`config.mk`:
```
export PLATFORM = sky130hd
export DESIGN_NAME = alu_issue
export DESIGN_NICKNAME = d
export VERILOG_FILES = /design/src/rtl/alu_issue.sv
export SDC_FILE = /design/constraint.sdc
export NUM_CORES = 1
export LEC_CHECK = 0
export ABC_AREA = 1
export CAP_MARGIN = 30
export CORE_MARGIN = 4
export CORE_UTILIZATION = 35
export DETAILED_ROUTE_END_ITERATION = 8
export GPL_ROUTABILITY_DRIVEN = 0
export PLACE_DENSITY_LB_ADDON = 0.3
export REMOVE_ABC_BUFFERS = 1
export SLEW_MARGIN = 20
export SYNTH_ARGS = -nofsm -noshare
export SYNTH_HDL_FRONTEND = slang
export SYNTH_SLANG_ARGS = --single-unit
```
`constraint.sdc`:
```
create_clock -name clk -period 1.3 [get_ports clk]
set_input_delay 0.26 -clock clk [delete_from_list [all_inputs] [get_ports clk]]
set_output_delay 0.26 -clock clk [all_outputs]
set_load 0.02 [all_outputs]
```
`src/rtl/alu_issue.sv`:
```
// Issue stage in front of the 16-bit ALU.
// Accepts one decoded instruction at a time, reads operands from the 8x16
// register file, drives the ALU for one cycle, writes the result back and
// resolves branches from the latched flag snapshot into a PC-load pulse.

`ifndef OP_MOV
`define OP_MOV  4'h0
`endif
`ifndef OP_ADD
`define OP_ADD  4'h1
`endif
`ifndef OP_ADC
`define OP_ADC  4'h2
`endif
`ifndef OP_SUB
`define OP_SUB  4'h3
`endif
`ifndef OP_SBC
`define OP_SBC  4'h4
`endif
`ifndef OP_CMP
`define OP_CMP  4'h5
`endif
`ifndef OP_AND
`define OP_AND  4'h6
`endif
`ifndef OP_OR
`define OP_OR   4'h7
`endif
`ifndef OP_XOR
`define OP_XOR  4'h8
`endif
`ifndef OP_NOT
`define OP_NOT  4'h9
`endif
`ifndef OP_NEG
`define OP_NEG  4'hA
`endif
`ifndef OP_INC
`define OP_INC  4'hB
`endif
`ifndef OP_DEC
`define OP_DEC  4'hC
`endif
`ifndef OP_RLC
`define OP_RLC  4'hD
`endif
`ifndef OP_RRC
`define OP_RRC  4'hE
`endif
`ifndef OP_BREQ
`define OP_BREQ 4'h0
`endif
`ifndef OP_BRNE
`define OP_BRNE 4'h1
`endif
`ifndef OP_BRLT
`define OP_BRLT 4'h2
`endif
`ifndef OP_BRGE
`define OP_BRGE 4'h3
`endif
`ifndef OP_BRC
`define OP_BRC  4'h4
`endif
`ifndef OP_BRLO
`define OP_BRLO 4'h4
`endif
`ifndef OP_BRNC
`define OP_BRNC 4'h5
`endif
`ifndef OP_BRSH
`define OP_BRSH 4'h5
`endif
`ifndef OP_BRO
`define OP_BRO  4'h6
`endif
`ifndef OP_BRNO
`define OP_BRNO 4'h7
`endif
`ifndef OP_BRN
`define OP_BRN  4'h8
`endif
`ifndef OP_BRNN
`define OP_BRNN 4'h9
`endif
`ifndef OP_RJMP
`define OP_RJMP 4'hA
`endif

module alu_issue #(
    parameter int REGS  = 8,
    parameter int WIDTH = 16
) (
    input  logic                     clk,
    input  logic                     rst_n,
    input  logic                     in_valid,
    output logic                     in_ready,
    input  logic [1:0]               in_kind,
    input  logic [3:0]               in_op,
    input  logic [$clog2(REGS)-1:0]  in_dst,
    input  logic [$clog2(REGS)-1:0]  in_src,
    input  logic                     in_imm_en,
    input  logic [WIDTH-1:0]         in_imm,
    output logic [WIDTH-1:0]         alu_value1,
    output logic [WIDTH-1:0]         alu_value2,
    output logic [3:0]               alu_operator,
    output logic                     alu_single,
    input  logic [WIDTH-1:0]         alu_bus_out,
    input  logic [4:0]               alu_flags,
    output logic [4:0]               flags_out,
    output logic                     pc_load,
    output logic [WIDTH-1:0]         pc_target,
    input  logic [$clog2(REGS)-1:0]  dbg_addr,
    output logic [WIDTH-1:0]         dbg_data
);

    localparam int IDX_W = $clog2(REGS);

    localparam logic [1:0] KIND_ALU2 = 2'd0;
    localparam logic [1:0] KIND_ALU1 = 2'd1;
    localparam logic [1:0] KIND_BR   = 2'd2;

    typedef enum logic [1:0] {
        S_IDLE = 2'd0,
        S_EXEC = 2'd1,
        S_WB   = 2'd2,
        S_BR   = 2'd3
    } state_t;

    state_t             state_q, state_d;
    logic [WIDTH-1:0]   regs_q [REGS];
    logic [WIDTH-1:0]   regs_d [REGS];
    logic [4:0]         flags_q, flags_d;
    logic [WIDTH-1:0]   value1_q, value1_d;
    logic [WIDTH-1:0]   value2_q, value2_d;
    logic [3:0]         operator_q, operator_d;
    logic               single_q, single_d;
    logic [IDX_W-1:0]   dst_q, dst_d;
    logic               nowb_q, nowb_d;
    logic [3:0]         cond_q, cond_d;
    logic [WIDTH-1:0]   target_q, target_d;
    logic               pc_load_q, pc_load_d;
    logic [WIDTH-1:0]   pc_target_q, pc_target_d;

    // Flags are {old_sign, C, V, Z, N}; BRLO/BRSH share the BRC/BRNC codes.
    function automatic logic br_taken(input logic [3:0] cond, input logic [4:0] f);
        logic c, v, z, n;
        c = f[3];
        v = f[2];
        z = f[1];
        n = f[0];
        case (cond)
            `OP_BREQ: br_taken = z;
            `OP_BRNE: br_taken = !z;
            `OP_BRLT: br_taken = n ^ v;
            `OP_BRGE: br_taken = !(n ^ v);
            `OP_BRC:  br_taken = c;
            `OP_BRNC: br_taken = !c;
            `OP_BRO:  br_taken = v;
            `OP_BRNO: br_taken = !v;
            `OP_BRN:  br_taken = n;
            `OP_BRNN: br_taken = !n;
            `OP_RJMP: br_taken = 1'b1;
            default:  br_taken = 1'b0;
        endcase
    endfunction

    // State register
    always_ff @(posedge clk or negedge rst_n) begin
        if (!rst_n) begin
            state_q <= S_IDLE;
        end else begin
            state_q <= state_d;
        end
    end

    // Next-state: ALU ops take EXEC+WB, branches take one BR cycle, NOPs stay idle
    always_comb begin
        state_d = state_q;
        case (state_q)
            S_IDLE: begin
                if (in_valid) begin
                    case (in_kind)
                        KIND_ALU2, KIND_ALU1: state_d = S_EXEC;
                        KIND_BR:              state_d = S_BR;
                        default:              state_d = S_IDLE;
                    endcase
                end
            end
            S_EXEC:  state_d = S_WB;
            S_WB:    state_d = S_IDLE;
            S_BR:    state_d = S_IDLE;
            default: state_d = S_IDLE;
        endcase
    end

    // FSM outputs: handshake is open only while idle
    always_comb begin
        in_ready = (state_q == S_IDLE);
    end

    // Datapath next values; ALU inputs default to the park pattern (MOV 0, keeps carry)
    always_comb begin
        regs_d      = regs_q;
        flags_d     = flags_q;
        value1_d    = '0;
        value2_d    = '0;
        operator_d  = `OP_MOV;
        single_d    = 1'b0;
        dst_d       = dst_q;
        nowb_d      = nowb_q;
        cond_d      = cond_q;
        target_d    = target_q;
        pc_load_d   = 1'b0;
        pc_target_d = '0;
        case (state_q)
            S_IDLE: begin
                if (in_valid) begin
                    case (in_kind)
                        KIND_ALU2: begin
                            value1_d   = regs_q[in_dst];
                            value2_d   = in_imm_en ? in_imm : regs_q[in_src];
                            operator_d = in_op;
                            single_d   = 1'b0;
                            dst_d      = in_dst;
                            nowb_d     = (in_op == `OP_CMP);
                        end
                        KIND_ALU1: begin
                            value1_d   = regs_q[in_dst];
                            value2_d   = '0;
                            operator_d = in_op;
                            single_d   = 1'b1;
                            dst_d      = in_dst;
                            nowb_d     = 1'b0;
                        end
                        KIND_BR: begin
                            cond_d   = in_op;
                            target_d = in_imm_en ? in_imm : regs_q[in_src];
                        end
                        default: ;
                    endcase
                end
            end
            S_WB: begin
                // ALU registered this instruction's result at the end of EXEC
                if (!nowb_q) begin
                    regs_d[dst_q] = alu_bus_out;
                end
                flags_d = alu_flags;
            end
            S_BR: begin
                pc_load_d   = br_taken(cond_q, flags_q);
                pc_target_d = pc_load_d ? target_q : '0;
            end
            default: ;
        endcase
    end

    // Datapath registers; reset abandons any instruction in flight
    always_ff @(posedge clk or negedge rst_n) begin
        if (!rst_n) begin
            for (int i = 0; i < REGS; i++) begin
                regs_q[i] <= '0;
            end
            flags_q     <= '0;
            value1_q    <= '0;
            value2_q    <= '0;
            operator_q  <= `OP_MOV;
            single_q    <= 1'b0;
            dst_q       <= '0;
            nowb_q      <= 1'b0;
            cond_q      <= '0;
            target_q    <= '0;
            pc_load_q   <= 1'b0;
            pc_target_q <= '0;
        end else begin
            regs_q      <= regs_d;
            flags_q     <= flags_d;
            value1_q    <= value1_d;
            value2_q    <= value2_d;
            operator_q  <= operator_d;
            single_q    <= single_d;
            dst_q       <= dst_d;
            nowb_q      <= nowb_d;
            cond_q      <= cond_d;
            target_q    <= target_d;
            pc_load_q   <= pc_load_d;
            pc_target_q <= pc_target_d;
        end
    end

    assign alu_value1   = value1_q;
    assign alu_value2   = value2_q;
    assign alu_operator = operator_q;
    assign alu_single   = single_q;
    assign flags_out    = flags_q;
    assign pc_load      = pc_load_q;
    assign pc_target    = pc_target_q;
    assign dbg_data     = regs_q[dbg_addr];

endmodule

```
==> flow_summary.toml, run 1 <==
[status]
status = "finished with violations"
violations = "negative setup slack"

[grt]
antenna_found_initial = 1
grt.total_usage_pct = 24.22
grt_max_degree = 43
grt_overflow_total = 0
grt_pass1_vias = 12110
grt_pass1_wl_um = 68230

[synth]
synth_seq_cells = 213
synth_xor_area_share_pct = 0
synthesis.area_um2 = 11340
ys_types = 26
yosysWarningCount = 0
syn-instance-count = 1580
ys_seq_area_share_pct = 47.02
synth_top_area_share_pct = 47.02
synth_fa_ha_area_share_pct = 0
synthMuxAreaShare_pct = 0.1987
avgSynthCellArea_um2 = 7.175
synth_compound_area_share_pct = 19.17
yosys.area.top_type = "dfrtp_1"
synth_area_leaders = "dfrtp_1 (47%), nand2_1 (14%), o21ai_0 (11%)"
synth_top_family_by_area = "simple AND/OR/NAND/NOR gates"
synthSimpleGateAreaFrac_pct = 23.66

[detailed_routing]
drc = 0
viasPerCell = 5.569
wl_per_cell_um = 21.09
ant_nets = 0
num_vias = 13130
dr.pass1.iters = 6
drt_iter0_markers = 1390
routed_wl_um = 49720

[pwr]
seqPwrFrac_pct = 30.4
p_switching_mw = 13.12
peakVddDrop_uv = 1139
switching_share_pct = 36.94
p_int_mw = 22.41
p_per_area_nw_per_um2 = 1909
combinationalPowerShare_pct = 46.0
clock_power_share_pct = 23.7
p_leak_nw = 9.320

[cells_and_area]
stdcell_count = 2357
fill_cells = 2647
design_area_um2 = 18610
fin_nets = 1991
area_growth_pct = 64.18
final_common_cell = "nand2_1"
final_core_util_pct = 58.68
antennaDiodeCount = 0
ff_latch_area_um2 = 5335
drive_gt1_share_pct = 40.51
multi_input_area_um2 = 6387
mostFrequentLayoutCells = "nand2_1 (247), buf_4 (211), dfrtp_1 (209)"

[cts]
worstSkewPairLatency_ps = 550
cts_root_buffer = "clkbuf_16"
h-tree-depth = 1
clockBufferDepth = 3
numClockSinks = 213
cts.clk_slew.worst_paths_ps = 60
cts_tree = "done"
cts_buffers = 26

[hold_path]
min_path_type = "input pin to async pin"

[floorplan]
die_area_um2 = 35330
start_util_pct = 35.74
io-pin-count = 132
core-area_um2 = 31720
die_w_um = 188.0
die_y_um = 188.0
row_count = 65

[sta]
whs_ps = 213.8
hold_viol_final = 0
rsz0062_at_grt = "yes"
fin_setup_tns_ps = -77180
setup_viol = 238
tightest_slew_ps = 336.5
drv_slew = 0
layout_setup_ws_ps = -782.8
maxSlewHeadroom_pct = 77.33
fmax_mhz = 480.1
min_period_ps = 2083
finalCritPeriodShare_pct = 160.2
skew_ps = 18.72

[worst_setup_path]
cp_max_fo = 2
slowest_stage = "dfrtp_1"
critical_path_class = "flop to output pin"
path_delay_family = "compound AO/OA/AOI/OAI gates"
crit_path_end_kind = "output pin"
cpPeakStageDelay_ps = 390
path_cells = "inv_2, a21oi_2, o21ai_1, nand2_1, nor2_1, a31oi_1, buf_4, buf_6"
cp-start-kind = "flop"
worstPathRequired_ps = 1040
path_buf_inv = 3
crit_arrival_ps = 1820

[placed_design]
dp_hpwl_um = 26010
portBuffers = 131
dp_cells = 2217
placed_area_um2 = 14650

[run]
cap_violations = 0
## final cells by class
| cell class | instances | area share (%) |
|---|---|---|
| Timing Repair Buffer | 430 | 25.04 |
| Tap cell | 402 | 2.703 |
| Sequential cell | 213 | 28.67 |
| Multi-Input combinational cell | 1078 | 34.32 |
| Clock buffer | 35 | 4.007 |
| Inverter | 186 | 3.953 |
| Clock inverter | 13 | 1.318 |
## synth_stat cells (all sizes together)
| library cell | number |
|---|---|
| mux2 | 2 |
| inv | 182 |
| buf | 34 |
| nand2 | 436 |
| o21ai | 264 |
| a31oi | 17 |
| o21bai | 1 |
| or2 | 7 |
| nand4 | 7 |
| nor2 | 60 |
| clkinv | 4 |
| clkbuf | 69 |
| a21oi | 143 |
| nor3 | 3 |
| dfrtp | 213 |
| o211ai | 3 |
| nand3 | 135 |
## repair_timing
| item | in CTS | in global routing |
|---|---|---|
| gates resized for setup | 712 | 440 |
| hold buffers | 1 | 0 |
| setup buffers | 43 | 28 |
| pin swaps | 26 | 71 |
| endpoints found under the hold margin | 213 | 0 |
| setup endpoints to repair | 273 | 284 |
| cloned | 16 | 14 |
## metrics by stage
stage	power, mW	setup WS (ps)
after floorplan	15.97	-741.2
after global placement	21.86	-1264
after detailed placement	22.18	-1319
after CTS	32.31	-662.9
after global routing	37.42	-787.8
final	35.53	-782.8
## power by group through the flow
| stage | combinational, mW | clock (mW) | sequential [mW] |
|---|---|---|---|
| 6_report | 16.3 | 8.41 | 10.8 |
| 5_1_grt | 17.7 | 8.77 | 11.0 |
| 4_1_cts | 13.4 | 8.48 | 10.4 |
| 3_5_place_dp | 11.7 | 0 | 10.4 |
| 3_3_place_gp | 11.5 | 0 | 10.4 |
| 2_1_floorplan | 5.40 | 0 | 10.6 |
## path summary, 6_finish.rpt
| path | from | endpoint | slack [ps] | depth (start not counted) |
|---|---|---|---|---|
| worst min register to register | target_q[2]$_DFFE_PN0P_ | target_q[2]$_DFFE_PN0P_ | 480 | 2 |
| worst max-delay path | regs_q[23]$_DFFE_PN0P_ | dbg_data[7] | -780 | 8 |
| min in group clk | alu_flags[2] | flags_out[2]$_DFFE_PN0N_ | 300 | 3 |
| worst min-delay path | rst_n | target_q[12]$_DFFE_PN0P_ | 210 | 2 |
| max in group asynchronous | rst_n | regs_q[40]$_DFFE_PN0P_ | 520 | 3 |
| worst max register to register | state_q[0]$_DFFE_PN0P_ | regs_q[91]$_DFFE_PN0P_ | -560 | 11 |
## registers in the layout, indices dropped and copies added, names as in the netlist, 2 cells and up
register,count
target_q,16
cond_q,4
alu_operator,4
dst_q,3
alu_value1,16
state_q,2
alu_value2,16
pc_target,16
regs_q,128
flags_out,5
## layer usage
layer	GRT usage (%)	part of all wire, %	up-vias
met2	39.39	45	777
li1	-	-	5864
met5	0	0.016	-
met4	9.289	6.9	2
met3	3.537	10	232
met1	32.82	38	6252
## cell families after synthesis
logic type | after synthesis
AO/OA/AOI/OAI | 428
buffers and inverters | 289
flip-flops | 213
multiplexers | 2
AND/OR/NAND/NOR | 648
Power figures use the tool's default switching activity.
==> run 2, diff against run 1 <==
clock period = 2.08 ns   (was 1.3 ns; I/O delays follow)
==> flow_summary.toml, run 2 (same netlist as run 1, synthesis figures left out) <==
[pwr]
peakVddDrop_uv = 641.0
combinationalPowerShare_pct = 33.3
clock_power_share_pct = 26.9
seqPwrFrac_pct = 39.8
p_leak_nw = 7.218
switching_share_pct = 36.84
p_per_area_nw_per_um2 = 1174
p_int_mw = 10.77
p_switching_mw = 6.280

[sta]
setup_viol = 1
drv_slew = 0
min_period_ps = 2081
tightest_slew_ps = 543.4
maxSlewHeadroom_pct = 63.69
whs_ps = 380.9
hold_viol_final = 0
rsz0062_at_grt = "yes"
fin_setup_tns_ps = -0.8776
skew_ps = 18.70
finalCritPeriodShare_pct = 100.0
layout_setup_ws_ps = -0.8776
fmax_mhz = 480.6

[cells_and_area]
drive_gt1_share_pct = 11.39
fin_nets = 1776
design_area_um2 = 14520
fill_cells = 3129
mostFrequentLayoutCells = "nand2_1 (434), o21ai_0 (236), dfrtp_1 (213)"
largest_reg_flops = 128
final_common_cell = "nand2_1"
area_growth_pct = 28.08
antennaDiodeCount = 0
top_register = "regs_q"

[worst_setup_path]
cp_num_cells = 7
cpPeakStageDelay_ps = 360
cp_max_fo = 3
reg2reg_depth = 8
crit_path_end_kind = "output pin"
timing.rr.start = "state_q[0]$_DFFE_PN0P_"
path_buf_inv = 2
cp-start-kind = "flop"
crit_arrival_ps = 1660
slowest_stage = "dfrtp_1"
r2r_slack_ps = 400
worstPathRequired_ps = 1660
path_delay_family = "compound AO/OA/AOI/OAI gates"
critical_path_class = "flop to output pin"
r2r-end = "regs_q[37]$_DFFE_PN0P_"
path_cells = "inv_2, a21oi_1, o21ai_1, nand2_1, nor2_1, a31oi_1, buf_4"

[detailed_routing]
ant_nets = 0
num_vias = 11180
drt_iter0_markers = 1114
viasPerCell = 5.220
dr.pass1.iters = 5
drc = 0
routed_wl_um = 37040
wl_per_cell_um = 17.30

[placed_design]
placed_area_um2 = 13520
portBuffers = 131
dp_hpwl_um = 23890

[floorplan]
die_area_um2 = 35330
die_w_um = 188.0
start_util_pct = 35.74
core-area_um2 = 31720
io-pin-count = 132
die_y_um = 188.0
row_count = 65

[grt]
grt_overflow_total = 0
grt_pass1_vias = 10540
grt_max_degree = 55
grt_pass1_wl_um = 58490
antenna_found_initial = 0
grt.total_usage_pct = 20.42

[run]
cap_violations = 0

[cts]
cts.clk_slew.worst_paths_ps = 60
worstSkewPairLatency_ps = 550
clockBufferDepth = 3
numClockSinks = 213
cts_tree = "done"
cts_buffers = 26
h-tree-depth = 1
cts_root_buffer = "clkbuf_16"

[hold_path]
min_path_type = "input pin to async pin"

[status]
status = "finished with violations"
violations = "negative setup slack"
## run 2: power by group through the flow
stage | clock network [mW] | registers (mW) | logic, mW
floorplan | 0 | 6.61 | 3.38
global placement | 0 | 6.72 | 5.33
detailed placement | 0 | 6.76 | 5.46
CTS | 4.68 | 6.72 | 5.47
global route | 4.86 | 6.96 | 6.51
finish | 4.59 | 6.78 | 5.68
## run 2: cell type report
type | instances | area [µm²] | share of cell area, %
sequential | 213 | 5330 | 36.71
multi-input combinational | 1078 | 4942 | 34.04
timing repair buffer | 215 | 2173 | 14.97
clock buffer | 37 | 752.0 | 5.179
inverter | 186 | 698.2 | 4.809
tap | 402 | 503.0 | 3.464
clock inverter | 10 | 120.1 | 0.8273
## run 2: metal layers
layer / track usage, % / vias to the layer above / routed length (µm)
li1: - / 5395 / -
met4: 6.296 / 0 / 1329
met3: 3.500 / 95 / 3012
met1: 28.53 / 5145 / 16350
met5: 0 / - / 0
met2: 32.60 / 542 / 16350
## run 2: worst max-delay path by stage
| stage | from | to | slack [ps] |
|---|---|---|---|
| floorplan | dbg_addr[0] | dbg_data[11] | -180 |
| global placement | dbg_addr[1] | dbg_data[7] | -860 |
| detailed placement | dbg_addr[1] | dbg_data[7] | -870 |
| CTS | regs_q[22]$_DFFE_PN0P_ | dbg_data[6] | -30 |
| global route | regs_q[39]$_DFFE_PN0P_ | dbg_data[7] | -100 |
| finish | regs_q[22]$_DFFE_PN0P_ | dbg_data[6] | -0.9 |
## run 2: timing repair
item / 4_1_cts / 5_1_grt
setup buffers: 1 / 9
setup endpoints to repair: 17 / 16
hold endpoints to repair: 49 / 0
gates cloned: 0 / 0
resized for setup: 111 / 46
hold buffers: 1 / 0
pin swaps: 3 / 9
## run 2: stage by stage
step           instances  total power [mW]  setup slack (ps)  utilization (%)
6_report            2141             17.05           -0.8776            45.78
5_1_grt             2141             18.33            -103.8            45.78
4_1_cts             2132             16.87            -30.08            45.34
3_5_place_dp        2083             12.22            -865.2            42.63
3_3_place_gp        2083             12.05            -857.0            42.63
2_1_floorplan       1477             9.984            -178.9                -
==> run 3, diff against run 2 <==
REMOVE_ABC_BUFFERS = not set   (was 1)
SKIP_LAST_GASP = 1   (was not set)
==> flow_summary.toml, run 3 (same netlist as run 1, synthesis figures left out) <==
[floorplan]
die_area_um2 = 35330
die_w_um = 188.0
io-pin-count = 132
core-area_um2 = 31720
row_count = 65
die_y_um = 188.0
start_util_pct = 35.74

[sta]
finalCritPeriodShare_pct = 102.6
layout_setup_ws_ps = -54.75
drv_slew = 0
skew_ps = 15.01
rsz0062_at_grt = "yes"
fmax_mhz = 468.4
maxSlewHeadroom_pct = 54.44
tightest_slew_ps = 681.8
min_period_ps = 2135
hold_viol_final = 0
setup_viol = 4
fin_setup_tns_ps = -110.2

[detailed_routing]
routed_wl_um = 41000
dr.pass1.iters = 6
num_vias = 11540
wl_per_cell_um = 18.77
drc = 0
viasPerCell = 5.283
ant_nets = 0
drt_iter0_markers = 1182

[cts]
worstSkewPairLatency_ps = 530
cts.clk_slew.worst_paths_ps = 60
cts_root_buffer = "clkbuf_16"
cts_buffers = 24
clockBufferDepth = 3
h-tree-depth = 1
numClockSinks = 213
cts_tree = "done"

[status]
status = "finished with violations"
violations = "negative setup slack"

[cells_and_area]
largest_reg_flops = 128
final_common_cell = "nand2_1"
drive_gt1_share_pct = 14.36
top_register = "regs_q"
final_core_util_pct = 47.23
antennaDiodeCount = 0
fin_nets = 1821
area_growth_pct = 32.14
mostFrequentLayoutCells = "nand2_1 (434), o21ai_0 (227), dfrtp_1 (213)"

[grt]
grt_pass1_vias = 10740
grt_pass1_wl_um = 62880
antenna_found_initial = 0
grt_max_degree = 72
grt.total_usage_pct = 22.19
grt_overflow_total = 0

[worst_setup_path]
crit_start = "regs_q[33]$_DFFE_PN0P_"
cpPeakStageDelay_ps = 360
crit_arrival_ps = 1720
cp-start-kind = "flop"
path_cells = "inv_2, a21oi_2, o21ai_1, nand2_1, nor2_1, a31oi_2, buf_4"
critical_path_class = "flop to output pin"
path_buf_inv = 2
timing.rr.start = "state_q[1]$_DFFE_PN0P_"
slowest_stage = "dfrtp_1"
crit_path_end_kind = "output pin"
worstPathRequired_ps = 1660
path_delay_family = "compound AO/OA/AOI/OAI gates"
cp_max_fo = 2

[pwr]
peakVddDrop_uv = 539.7
p_per_area_nw_per_um2 = 1203
p_leak_nw = 7.480

[run]
cap_violations = 0

[placed_design]
dp_hpwl_um = 26810
portBuffers = 131

[hold_path]
min_path_type = "input pin to async pin"

[synth]
synthesis.nets = 1636
## run 3: changes by cell type in the layout (fill, tap and decap cells not counted), moves of 5 or more
cell     delta
buf_4      +49
o21ai_0     -9
o21ai_1     +8
a31oi_1     -6
a31oi_2     +5
## run 3: layout make-up
class | instances | area (µm²)
clock buffer | 36 | 737.0
clock inverter | 8 | 168.9
fill | 3091 | 16740
inverter | 186 | 705.7
multi-input combinational | 1078 | 5006
sequential | 213 | 5330
tap | 402 | 503.0
timing repair buffer | 262 | 2529
## run 3: power breakdown
part / internal (mW) / switching, mW / leakage (nW)
sequential: 5.66 / 1.20 / 2.59
combinational: 2.64 / 3.65 / 4.45
clock: 3.06 / 1.80 / 0.446
total: 11.4 / 6.65 / 7.48
## run 3: worst paths after layout
check | to | slack, ps | cells after the start
min in group clk | flags_out[3]$_DFFE_PN0N_ | 470 | 3
min | regs_q[120]$_DFFE_PN0P_ | 350 | 2
min reg2reg | target_q[11]$_DFFE_PN0P_ | 480 | 2
max | dbg_data[1] | -50 | 7
max in group asynchronous | alu_operator[3]$_DFF_PN0_ | 1000 | 3
max reg2reg | alu_value2[10]$_DFF_PN0_ | 370 | 5
## run 3: per-stage QoR
step,cell area (µm²),instances,power (mW),hold WS [ps],setup WS (ps)
global route,14980,2185,19.16,391.6,-101.1
detailed placement,13770,2122,12.72,334.4,-848.3
CTS,14730,2170,17.68,365.8,-36.80
finish,14980,2185,18.01,353.2,-54.75
global placement,13770,2122,12.55,337.0,-840.8
floorplan,11340,1580,10.12,120.4,73.34
## run 3: layer usage
metal,part of all wire [%],track usage (%),wire [µm],vias to the layer above
li1,-,-,-,5489
met1,43,31.08,17730,5401
met2,45,35.74,18540,552
met3,8.0,3.016,3264,101
met4,3.6,7.143,1469,0
met5,0,0,0,-
## run 3: timing repair
action                                  in CTS  in global routing
gates resized for setup                    118                 59
pin swaps                                    4                 20
cloned                                       1                  1
setup buffers                                3                 15
hold buffers                                 1                  0
endpoints found under the hold margin       37                  0
endpoints found under the setup margin      17                 16
